$ cat config.mk
export PLATFORM = sky130hd
export DESIGN_NAME = unidade_controle
export DESIGN_NICKNAME = d
export VERILOG_FILES = /design/src/rtl/unidade_controle.sv
export SDC_FILE = /design/constraint.sdc
export NUM_CORES = 1
export LEC_CHECK = 0
export BUFFER_PORTS_ARGS = -buffer_cell sky130_fd_sc_hd__buf_4
export CORE_ASPECT_RATIO = 0.75
export CORE_MARGIN = 2
export CORE_UTILIZATION = 45
export CTS_CLUSTER_DIAMETER = 80
export DETAILED_ROUTE_END_ITERATION = 6
export PLACE_DENSITY = 0.7
export SETUP_SLACK_MARGIN = 0.05
export SYNTH_ARGS = -nofsm -noshare
export SYNTH_HDL_FRONTEND = slang
export SYNTH_SLANG_ARGS = --single-unit
$ cat constraint.sdc
create_clock -name clock -period 2 [get_ports clock]
set_clock_uncertainty 0.05 [all_clocks]
set_input_delay 0.5 -clock clock [delete_from_list [all_inputs] [get_ports clock]]
set_output_delay 0.5 -clock clock [all_outputs]
set_load 0.005 [all_outputs]
$ cat src/rtl/unidade_controle.sv
// unidade_controle: multicycle control FSM for the RV64 datapath.
// Drives the IR/PC/register/memory write enables and the Mux1/Mux2 selects
// from the registered state and the latched opcode. The PC next-value choice
// stays in Mux3; this block only says when the PC loads.
//
// state  | meaning
// FETCH  | IR loads while run=1, opcode latched into op_q
// DECODE | register read, opcode legality check
// EXEC   | ALU operation; BEQ retires here
// MEM    | data memory access; SD retires here
// WB     | register write-back; R/I-ALU/LD retire here
// TRAP   | illegal opcode seen, parked until reset
module unidade_controle #(
  parameter int CNT_WIDTH = 16
) (
  input  logic                 clock,
  input  logic                 reset,
  input  logic                 run,
  input  logic [6:0]           opcode,
  output logic                 weIR,
  output logic                 wePC,
  output logic                 weReg,
  output logic                 weMem,
  output logic                 sinalMux1,
  output logic                 sinalMux2,
  output logic [2:0]           estado,
  output logic                 erro,
  output logic [CNT_WIDTH-1:0] instr_cnt
);

  typedef enum logic [2:0] {
    FETCH  = 3'd0,
    DECODE = 3'd1,
    EXEC   = 3'd2,
    MEM    = 3'd3,
    WB     = 3'd4,
    TRAP   = 3'd7
  } state_t;

  localparam logic [6:0] OP_R   = 7'b0110011;
  localparam logic [6:0] OP_I   = 7'b0010011;
  localparam logic [6:0] OP_LD  = 7'b0000011;
  localparam logic [6:0] OP_SD  = 7'b0100011;
  localparam logic [6:0] OP_BEQ = 7'b1100011;

  state_t               state_q, state_d;
  logic [6:0]           op_q, op_d;
  logic                 erro_q, erro_d;
  logic [CNT_WIDTH-1:0] cnt_q, cnt_d;

  logic is_ld, is_sd, is_beq, is_legal, uses_imm;
  logic ir_c, pc_c, reg_c, mem_c, mux1_c, mux2_c;

  // Opcode class flags derived from the latched opcode only.
  always_comb begin
    is_ld    = (op_q == OP_LD);
    is_sd    = (op_q == OP_SD);
    is_beq   = (op_q == OP_BEQ);
    is_legal = (op_q == OP_R) || (op_q == OP_I) || is_ld || is_sd || is_beq;
    uses_imm = (op_q == OP_I) || is_ld || is_sd;
  end

  // Moore decode of enables and selects; run only qualifies the IR load in FETCH.
  always_comb begin
    ir_c   = 1'b0;
    pc_c   = 1'b0;
    reg_c  = 1'b0;
    mem_c  = 1'b0;
    mux1_c = 1'b0;
    mux2_c = 1'b1;
    case (state_q)
      FETCH: ir_c = run;
      EXEC: begin
        mux1_c = uses_imm;
        pc_c   = is_beq;
      end
      MEM: begin
        mux1_c = 1'b1;
        mem_c  = is_sd;
        pc_c   = is_sd;
      end
      WB: begin
        mux1_c = uses_imm;
        reg_c  = 1'b1;
        pc_c   = 1'b1;
        mux2_c = ~is_ld;
      end
      default: ;
    endcase
  end

  // Reset gates the outputs directly so an in-flight write or PC load is cut
  // off the moment reset rises, not at the next edge.
  always_comb begin
    weIR      = ir_c   & ~reset;
    wePC      = pc_c   & ~reset;
    weReg     = reg_c  & ~reset;
    weMem     = mem_c  & ~reset;
    sinalMux1 = mux1_c & ~reset;
    sinalMux2 = mux2_c & ~reset;
    estado    = state_q;
    erro      = erro_q;
    instr_cnt = cnt_q;
  end

  // Next-state, opcode latch, sticky error and retired-instruction count.
  always_comb begin
    state_d = state_q;
    op_d    = op_q;
    erro_d  = erro_q;
    cnt_d   = cnt_q;
    case (state_q)
      FETCH: begin
        if (run) begin
          op_d    = opcode;
          state_d = DECODE;
        end
      end
      DECODE: begin
        if (is_legal) begin
          state_d = EXEC;
        end else begin
          state_d = TRAP;
          erro_d  = 1'b1;
        end
      end
      EXEC: begin
        if (is_beq)              state_d = FETCH;
        else if (is_ld || is_sd) state_d = MEM;
        else                     state_d = WB;
      end
      MEM:     state_d = is_sd ? FETCH : WB;
      WB:      state_d = FETCH;
      TRAP:    state_d = TRAP;
      default: state_d = FETCH;
    endcase
    if (pc_c) cnt_d = cnt_q + {{(CNT_WIDTH-1){1'b0}}, 1'b1};
  end

  // State register with asynchronous reset.
  always_ff @(posedge clock or posedge reset) begin
    if (reset) begin
      state_q <= FETCH;
      op_q    <= 7'd0;
      erro_q  <= 1'b0;
      cnt_q   <= '0;
    end else begin
      state_q <= state_d;
      op_q    <= op_d;
      erro_q  <= erro_d;
      cnt_q   <= cnt_d;
    end
  end

endmodule
==> impl_results.md, run 1 <==
- Run status: finished, violations left
- Failing checks: negative setup slack
- Hold Path Class: in2async
- Root Driver: clkbuf_8
- # nets final: 201
- Crit path kind: reg2out
- Synth warnings: 0
- Fin Setup TNS: -0.712 ns
- Initial antenna violation count: 0
- Leading cell type in the layout, fill and taps excluded: buf_4
- Sequential cell area: 678 µm²
- Slew of the pin with the lowest slew margin: 0.461 ns
- Post-DRT Antenna Nets: 0
- Vias per inst: 5.37
- Most used DFF post-synth: dfrtp_1
- Final Hold Fails: 0
- I/O Buffers: 35
- Post-Route WL: 3500 µm
- Slew Limit Fails: 0
- Clock transition at path regs: 0.09 ns
- Final worst path period share: 110%
- P&R area growth vs syn: 44.5%
- Arrival time worst endpoint: 1.64 ns
- Iter 0 DRT Violations: 78
- Net Count, Synth: 139
- Sequential area share after synthesis: 47.5%
- Startpoint Class: register
- Worst-skew pair later-pin latency: 0.27 ns
- Ys async rst share: 100%
- Slew Limit Headroom: 69.2%
- Vias in the first global route: 1207
- Clock Sinks: 27
- TritonCTS clock tree: yes
- First drt pass iteration count: 4
- Average size of a mapped cell: 11.1 µm²
- Grt total ovfl: 0
- Post-cts hold buffer count: 0
- Routed WL per cell: 15.4 µm
- DRC violations left: 0
- Max-cap violations: 0
- Die X-Extent: 68.9 µm
- All-Layer GR Usage: 21.4%
- Maximum clock path buffer count: 2
- Most frequent cells in the layout: buf_4, dfrtp_1, xnor2_1, nand2_1, a21oi_1
- Layout cells sized above 1: 49.2%
- Die ar.: 0.00363 mm²
- Worst IR drop on VDD: 1.01 mV
- Gate count of the mapped netlist: 128
- Post-route cell area: 0.00205 mm²
- Netlist Area Pre-Place: 0.00142 mm²
- Final setup viols: 6
- GP Congestion: 0.855
- P per Cell Area: 1240 mW/mm²
- Num CTS Buffers: 3
- Multi-input gate area: 756 µm²
- Leak Pwr: 0.973 nW
- Largest net degree at the start of global routing: 16
- Critical Path RT: 1.45 ns
- Via count: 1219
- FILL cells: 213
- #FFs+latches synth: 27
- Unrepaired setup endpoints after global routing: true
- Final min period: 2.19 ns
- Diodes inserted: 0
- Initial core utilization: 47.7%
- I/O Pins: 36
- Worst setup margin: -0.192 ns
- Post-DP Area: 0.00181 mm²
- H-tree depth: 1
- Post-DP HPWL: 2470 µm
- Pre-CTS WS: -0.291 ns
- Setup crit end kind: output pin
- Max Clock Freq: 456 MHz
- Critical Path Fanout Max: 2
- Core ar.: 0.00298 mm²
- First-pass GRT wire length: 5610 µm
- Cell Rows: 17
- Number of library cell types mapped by synthesis: 39
- Die Span Y: 52.7 µm
- EDFF count, synth: 0
## final timing paths
check	slack (ns)	to	depth (start not counted)	from
min in group clock	0.39	op_q[5]	3	opcode[5]
max in group asynchronous	1.40	instr_cnt[1]	3	reset
worst min-delay path	0.31	estado[2]	3	reset
worst max-delay path	-0.19	wePC	4	estado[2]
worst max register to register	0.11	instr_cnt[15]	6	estado[2]
worst min register to register	0.44	erro	1	erro
## layout make-up
type                       count  area share (%)
timing repair buffer          64            24.7
clock inverter                 1           0.244
tap                           38            2.32
inverter                       5           0.914
clock buffer                   3            2.01
multi-input combinational     89            36.8
sequential                    27            33.0
## repair_timing
item	4_1_cts	5_1_grt
hold endpoints to repair	0	0
pin swaps	8	3
setup buffers	11	1
endpoints found under the setup margin	19	21
cloned	0	0
gates resized for setup	16	6
## kinds of logic after synthesis
kind of cell    count (synthesis)  synth area share (%)
compound gates                 20                  10.9
xor+xnor                       16                  9.86
fa+ha+maj                       1                 0.880
buf+inv                        12                  4.84
flops                          27                  47.5
mux                             6                  4.75
simple gates                   46                  21.2
## registers in the layout, summed over array words and instances (netlist names)
| register | count |
|---|---|
| instr_cnt | 16 |
| op_q | 7 |
| estado | 3 |
| erro | 1 |
## Yosys cell counts, types with 2 or more instances
library cell / instances / area (µm²)
dfrtp_1: 27 / 676
xnor2_1: 15 / 131
nand2_1: 11 / 41.3
a21oi_1: 8 / 40.0
mux2_2: 6 / 67.6
and3_1: 5 / 31.3
inv_1: 5 / 18.8
nand3_1: 5 / 25.0
nand4_1: 4 / 25.0
and4_1: 3 / 26.3
buf_6: 3 / 33.8
clkbuf_1: 3 / 11.3
nor2_1: 3 / 11.3
nand3b_1: 2 / 15.0
nor3_1: 2 / 10.0
o21ai_0: 2 / 10.0
o31a_1: 2 / 17.5
## metal layers
metal / vias to the layer above / part of all wire, % / routed length [µm] / GRT usage, %
met4: 0 / 0.46 / 16 / 5.23
li1: 581 / - / - / -
met1: 601 / 44 / 1560 / 28.4
met3: 2 / 5.8 / 204 / 5.59
met2: 35 / 49 / 1720 / 34.8
met5: - / 0 / 0 / 0
## critical path, stage by stage, from the launching register on
cell and delay [ns]:
dfrtp_1 0.40, nand3b_1 0.21, o41a_4 0.49, a211oi_2 0.14, buf_4 0.14
## report_power, final
| part | internal [W] | switching, W | total (W) |
|---|---|---|---|
| clock | 0.000139 | 0.000160 | 0.000299 |
| sequential | 0.000698 | 0.000182 | 0.000880 |
| combinational | 0.000770 | 0.000591 | 0.00136 |
| total | 0.00161 | 0.000933 | 0.00254 |
## stage by stage
stage	util, %	power (W)	hold WS (ns)	std cells
floorplan	-	0.00144	0.415	128
global placement	60.9	0.00186	0.405	211
detailed placement	60.9	0.00189	0.413	211
CTS	68.0	0.00248	0.298	226
global route	68.9	0.00271	0.321	227
finish	68.9	0.00254	0.308	227
Note: power is estimated with default switching activity, not from simulation.
==> run 2: changes to the inputs <==
--- a/config.mk
+++ b/config.mk
@@ -5,13 +5,15 @@
 export SDC_FILE = /design/constraint.sdc
 export NUM_CORES = 1
 export LEC_CHECK = 0
+export ABC_AREA = 1
+export ABC_CLOCK_PERIOD_IN_PS = 2000
 export BUFFER_PORTS_ARGS = -buffer_cell sky130_fd_sc_hd__buf_4
 export CORE_ASPECT_RATIO = 0.75
 export CORE_MARGIN = 2
 export CORE_UTILIZATION = 45
 export CTS_CLUSTER_DIAMETER = 80
 export DETAILED_ROUTE_END_ITERATION = 6
-export PLACE_DENSITY = 0.7
+export PLACE_DENSITY = 0.69
 export SETUP_SLACK_MARGIN = 0.05
 export SYNTH_ARGS = -nofsm -noshare
 export SYNTH_HDL_FRONTEND = slang
==> run 2 against run 1 <==
Net effect: cell count is 34% higher; register-to-register slack improved by 0.24 ns; fmax is 12% higher; the run now ends clean; worst setup slack improved by 0.23 ns; critical path type unchanged; critical endpoint unchanged; routed wire length is 11% higher; hold slack improved by 0.0083 ns.
==> impl_results.md, run 2 <==
- GP Congestion: 0.844
- Iter 0 DRT Violations: 169
- Slew Limit Fails: 0
- I/O Buffers: 35
- Maximum clock path buffer count: 2
- Via count: 1551
- Number of library cell types mapped by synthesis: 29
- Run status: finished, final reports clean
- Routed WL per cell: 12.7 µm
- Clk pwr share: 35.7%
- R2R Path End: instr_cnt[11]
- P&R area growth vs syn: 29.3%
- Cell Rows: 18
- Arrival time worst endpoint: 1.42 ns
- Net Count, Synth: 226
- Power Internal: 0.000699 W
- Post-Route WL: 3870 µm
- Slew Limit Headroom: 76.5%
- Worst-skew pair later-pin latency: 0.28 ns
- Comb pwr share: 3.4%
- R2R Setup Slk: 0.35 ns
- Vias in the first global route: 1347
- Most frequent cells in the layout: nand2_1, buf_4, dfrtp_1, nand3_1, inv_1
- Clock Sinks: 27
- Crit path kind: reg2out
- Sequential cell area: 677 µm²
- Worst IR drop on VDD: 0.425 mV
- Average size of a mapped cell: 7.62 µm²
- Num CTS Buffers: 3
- Unrepaired setup endpoints after global routing: true
- Pwr Total: 0.000896 W
- Core ar.: 0.00338 mm²
- FILL cells: 319
- Initial core utilization: 48.5%
- Main area contributors after synthesis: dfrtp_1, nand2_1, nand3_1, nor2_1, inv_1
- #FFs+latches synth: 27
- Post-DRT Antenna Nets: 0
- First-pass GRT wire length: 6380 µm
- Multi-input gate area: 892 µm²
- Synth top cells by count: nand2_1, dfrtp_1, nand3_1
- Slew of the pin with the lowest slew margin: 0.350 ns
- Hold Path Class: in2async
- Final setup viols: 0
- Share of the synthesized area in the top cell type: 41.2%
- Largest net degree at the start of global routing: 28
- Worst Reg-to-Reg Cells: 9
- Vias per inst: 5.10
- Net Sw Frac: 21.9%
- Setup crit end kind: output pin
- Cell taking the most area after synthesis: dfrtp_1
- Worst setup margin: 0.0342 ns
- First drt pass iteration count: 4
- Max Clock Freq: 509 MHz
- H-tree depth: 1
- Final Hold Fails: 0
- Hold WS: 0.316 ns
- Max-cap violations: 0
- Max FFs per register: 16
- Netlist Area Pre-Place: 0.00164 mm²
- Sw power: 0.000197 W
- TritonCTS clock tree: yes
- Post-layout util: 62.7%
- Pre-CTS WS: 0.254 ns
- Startpoint Class: register
- Die X-Extent: 73.7 µm
- All-Layer GR Usage: 19.3%
- Leak Pwr: 1.07 nW
- Die Span Y: 56.3 µm
- I/O Pins: 36
- Initial antenna violation count: 0
- Share of power burned in registers: 60.9%
- Diodes inserted: 0
- Fin Setup TNS: 0 ns
- Sequential area share after synthesis: 41.2%
- Synth warnings: 0
- P per Cell Area: 423 mW/mm²
- Layout cells sized above 1: 31.8%
- Ys async rst share: 100%
- Die ar.: 0.00415 mm²
- Final worst path period share: 98.3%
- Grt total ovfl: 0
- # nets final: 276
- Leading cell type in the layout, fill and taps excluded: nand2_1
- Root Driver: clkbuf_8
- Critical Path RT: 1.45 ns
- Clock transition at path regs: 0.10 ns
- Most used DFF post-synth: dfrtp_1
- Critical Path Fanout Max: 4
- Most frequent cell after synthesis: nand2_1
- Gate count of the mapped netlist: 215
- EDFF count, synth: 0
- Final min period: 1.97 ns
- Post-DP HPWL: 2660 µm
- Reg2reg start: op_q[2]
- DRC violations left: 0
-- run 2: changes by cell type after synthesis, moves of 3 or more --
cell / delta
nor2_1: +16
nor2_2: +4
and3_1: -5
and4_1: -3
clkbuf_1: -3
xnor2_1: -11
inv_1: +13
nand3_1: +21
xor2_1: +5
nand2_1: +58
-- run 2: kinds of logic (layout without fill, tap and decap cells) --
family | count (synthesis) | in the layout | share of synthesized area [%]
buffers and inverters | 25 | 74 | 6.79
AND/OR/NAND/NOR | 138 | 138 | 39.2
XOR/XNOR | 10 | 10 | 5.34
multiplexers | 4 | 4 | 2.75
flip-flops | 27 | 27 | 41.2
AO/OA/AOI/OAI | 10 | 10 | 3.89
adder cells (fa/ha/maj) | 1 | 1 | 0.763
-- run 2: layout make-up --
type	instances	share of cell area [%]
flip-flops and latches	27	31.9
repair buffers	50	17.9
clock buffers	3	1.95
well taps	40	2.36
inverters	20	3.54
clock inverters	1	0.236
multi-input cells	163	42.1
-- run 2: what timing repair did --
item | in CTS | in global routing
endpoints found under the hold margin | 0 | 0
pin swaps | 5 | 8
setup buffers | 5 | 4
resized for setup | 5 | 9
endpoints found under the setup margin | 4 | 5
cloned | 0 | 0
hold buffers | 0 | 0
-- run 2: critical path, stage by stage, from the launching register on --
cell and delay (ns):
dfrtp_1 0.39, nor2_2 0.15, nand2_4 0.10, nor2_4 0.13
nand3_4 0.10, nand2_4 0.08, nand2_2 0.05, inv_2 0.05
buf_6 0.08
-- run 2: worst max path at each step --
stage / slack, ns / startpoint / end / depth (start not counted)
detailed placement: 0.25 / estado[0] / sinalMux1 / 6
global placement: 0.28 / estado[0] / wePC / 8
finish: 0.03 / op_q[2] / wePC / 8
CTS: 0.02 / op_q[3] / wePC / 8
floorplan: 0.18 / reset / wePC / 3
global route: -0.06 / estado[0] / sinalMux1 / 6
-- run 2: stage by stage --
| stage | instances | instance area [µm²] |
|---|---|---|
| floorplan | 215 | 1640 |
| global placement | 291 | 1960 |
| detailed placement | 291 | 1960 |
| CTS | 300 | 2060 |
| global route | 304 | 2120 |
| finish | 304 | 2120 |
-- run 2: per-layer routing --
metal	global-route usage (%)	vias to the layer above	wire length (µm)
met4	3.12	0	22
met5	0	-	0
met2	25.0	33	1610
met1	32.2	728	2070
met3	4.31	2	170
li1	-	788	-
-- run 2: power groups by stage --
| stage | combinational [W] | clock [W] | sequential (W) |
|---|---|---|---|
| after floorplan | 0.00000948 | 0 | 0.000556 |
| after global placement | 0.0000312 | 0 | 0.000556 |
| after detailed placement | 0.0000311 | 0 | 0.000556 |
| after CTS | 0.0000312 | 0.000325 | 0.000545 |
| after global routing | 0.0000353 | 0.000359 | 0.000546 |
| final | 0.0000307 | 0.000320 | 0.000545 |
==> run 3: changes to the inputs <==
==> constraint.sdc (replaced) <==
create_clock -name clock -period 2 [get_ports clock]
set_clock_uncertainty 0.05 [all_clocks]
set_input_delay 0.5 -clock clock [delete_from_list [all_inputs] [get_ports clock]]
set_output_delay 0.5 -clock clock [all_outputs]
set_load 0.02 [all_outputs]
==> run 3 against run 2 <==
Net effect: the flow now finishes with violations (negative setup slack); sequential power hardly changed; core utilization fell by 0.48 points; hold slack better by 0.033 ns; die area is the same; clock-buffer cell count unchanged; non-clock buffer count did not move; clock power fell by 4%; design area decreased by 0.77%; sequential cell count stayed put; largest cell class unchanged.
==> impl_results.md, run 3 (synthesis gave the netlist of run 2 again) <==
- GP Congestion: 0.901
- Vias in the first global route: 1367
- Max FFs per register: 16
- Leading cell type in the layout, fill and taps excluded: nand2_1
- Cell Rows: 18
- Largest net degree at the start of global routing: 28
- Reg2reg start: instr_cnt[0]
- Maximum clock path buffer count: 2
- Worst Path Buf+Inv: 2
- Arrival time worst endpoint: 1.53 ns
- Post-DP HPWL: 2720 µm
- Failing checks: negative setup slack
- DRC violations left: 0
- Hold WS: 0.350 ns
- Placed instance count: 291
- Routed WL per cell: 12.5 µm
- CP top delay family: flip-flops
- Setup crit end kind: output pin
- Post-cts hold buffer count: 0
- Die ar.: 0.00415 mm²
- First-pass GRT wire length: 6430 µm
- Critical-path top delay cell: dfrtp_1
- Final min period: 2.08 ns
- FILL cells: 318
- Die Span Y: 56.3 µm
- First drt pass iteration count: 4
- Critical Path RT: 1.45 ns
- Cell chain of the critical path: inv_2 > nand3_1 > nand2_2 > o211ai_1 > a21oi_1 > buf_4
- # nets final: 276
- Worst IR drop on VDD: 0.303 mV
- Root Driver: clkbuf_8
- Clock Sinks: 27
- Fin Setup TNS: -0.0976 ns
- I/O Buffers: 35
- P&R area growth vs syn: 28.3%
- Die X-Extent: 73.7 µm
- Worst Reg-to-Reg Cells: 8
- Crit path kind: reg2out
- Most frequent cells in the layout: nand2_1, buf_4, dfrtp_1, nand3_1
- R2R Setup Slk: 0.30 ns
- Leak Pwr: 1.07 nW
- Startpoint Class: register
- Iter 0 DRT Violations: 170
- All-Layer GR Usage: 19.9%
- Grt total ovfl: 0
- Post-Route WL: 3810 µm
- Diodes inserted: 0
- TritonCTS clock tree: yes
- Critical Path Fanout Max: 6
- Slew Limit Headroom: 72.7%
- Worst setup margin: -0.0848 ns
- Hold Path Class: in2async
- Post-DRT Antenna Nets: 0
- Layout cells sized above 1: 30.3%
- Final setup viols: 2
- Max-cap violations: 0
- H-tree depth: 1
- Core ar.: 0.00338 mm²
- Final worst path period share: 104%
- Via count: 1513
- Max Clock Freq: 480 MHz
- Initial antenna violation count: 0
- Pwr Total: 0.000885 W
- Worst-skew pair later-pin latency: 0.27 ns
- Unrepaired setup endpoints after global routing: true
- Slew Limit Fails: 0
- Post-Layout Cell Count: 304
- Final Hold Fails: 0
- Initial core utilization: 48.5%
- Vias per inst: 4.98
- Slew of the pin with the lowest slew margin: 0.406 ns
- Clock transition at path regs: 0.09 ns
- Num CTS Buffers: 3
- I/O Pins: 36
- Run status: finished, violations left
- P per Cell Area: 421 mW/mm²
- Critical path's largest stage delay: 0.48 ns
- R2R Path End: instr_cnt[14]
==> run 3: cell counts in the layout (fill, tap and decap cells not counted) <==
No cell type changed its count.
==> run 3: per-stage QoR <==
| stage | utilization (%) | cell area (µm²) | setup WS (ns) |
|---|---|---|---|
| after detailed placement | 58.1 | 1960 | 0.194 |
| after global placement | 58.1 | 1960 | 0.183 |
| after CTS | 61.4 | 2070 | -0.0366 |
| final | 62.3 | 2100 | -0.0848 |
| after global routing | 62.3 | 2100 | -0.154 |
| after floorplan | - | 1640 | 0.0566 |
==> run 3: cell type report <==
type,instances,area [µm²],area share [%]
timing repair buffer,50,387,18.4
inverter,20,75.1,3.57
clock inverter,1,5.00,0.238
multi-input combinational,163,870,41.3
clock buffer,3,41.3,1.96
sequential,27,676,32.1
tap,40,50.0,2.38
==> run 3: power breakdown <==
part	internal [W]	switching, W
registers	0.000545	0
clock network	0.000140	0.000168
logic	0.0000142	0.0000181
total	0.000699	0.000186
==> run 3: worst max path at each step <==
| stage | from | endpoint | slack (ns) | cells after the start |
|---|---|---|---|---|
| finish | estado[2] | sinalMux1 | -0.08 | 6 |
| global route | estado[2] | sinalMux1 | -0.15 | 6 |
| CTS | op_q[3] | sinalMux1 | -0.04 | 6 |
| detailed placement | estado[0] | sinalMux1 | 0.19 | 6 |
| global placement | estado[0] | sinalMux1 | 0.18 | 6 |
| floorplan | estado[2] | wePC | 0.06 | 9 |
==> run 3: routing by layer <==
metal  vias to the layer above  track usage (%)  part of all wire (%)
li1                        782                -                     -
met1                       682             31.2                    50
met2                        45             28.2                    43
met3                         4             4.31                   5.6
met4                         0             3.12                   1.1
met5                         -                0                     0
==> run 3: what timing repair did <==
item	4_1_cts	5_1_grt
buffers inserted	7	2
pin swaps	5	4
endpoints found under the setup margin	4	5
resized for setup	4	4
==> run 3: worst register-to-register path, stage by stage, from the launching register on <==
cell     delay, ns
dfrtp_1       0.48
ha_1          0.29
nand3_1       0.20
nor3_2        0.28
nand2_1       0.09
nand2_1       0.06
nand2_1       0.05
nand2_1       0.05
nand2_1       0.05
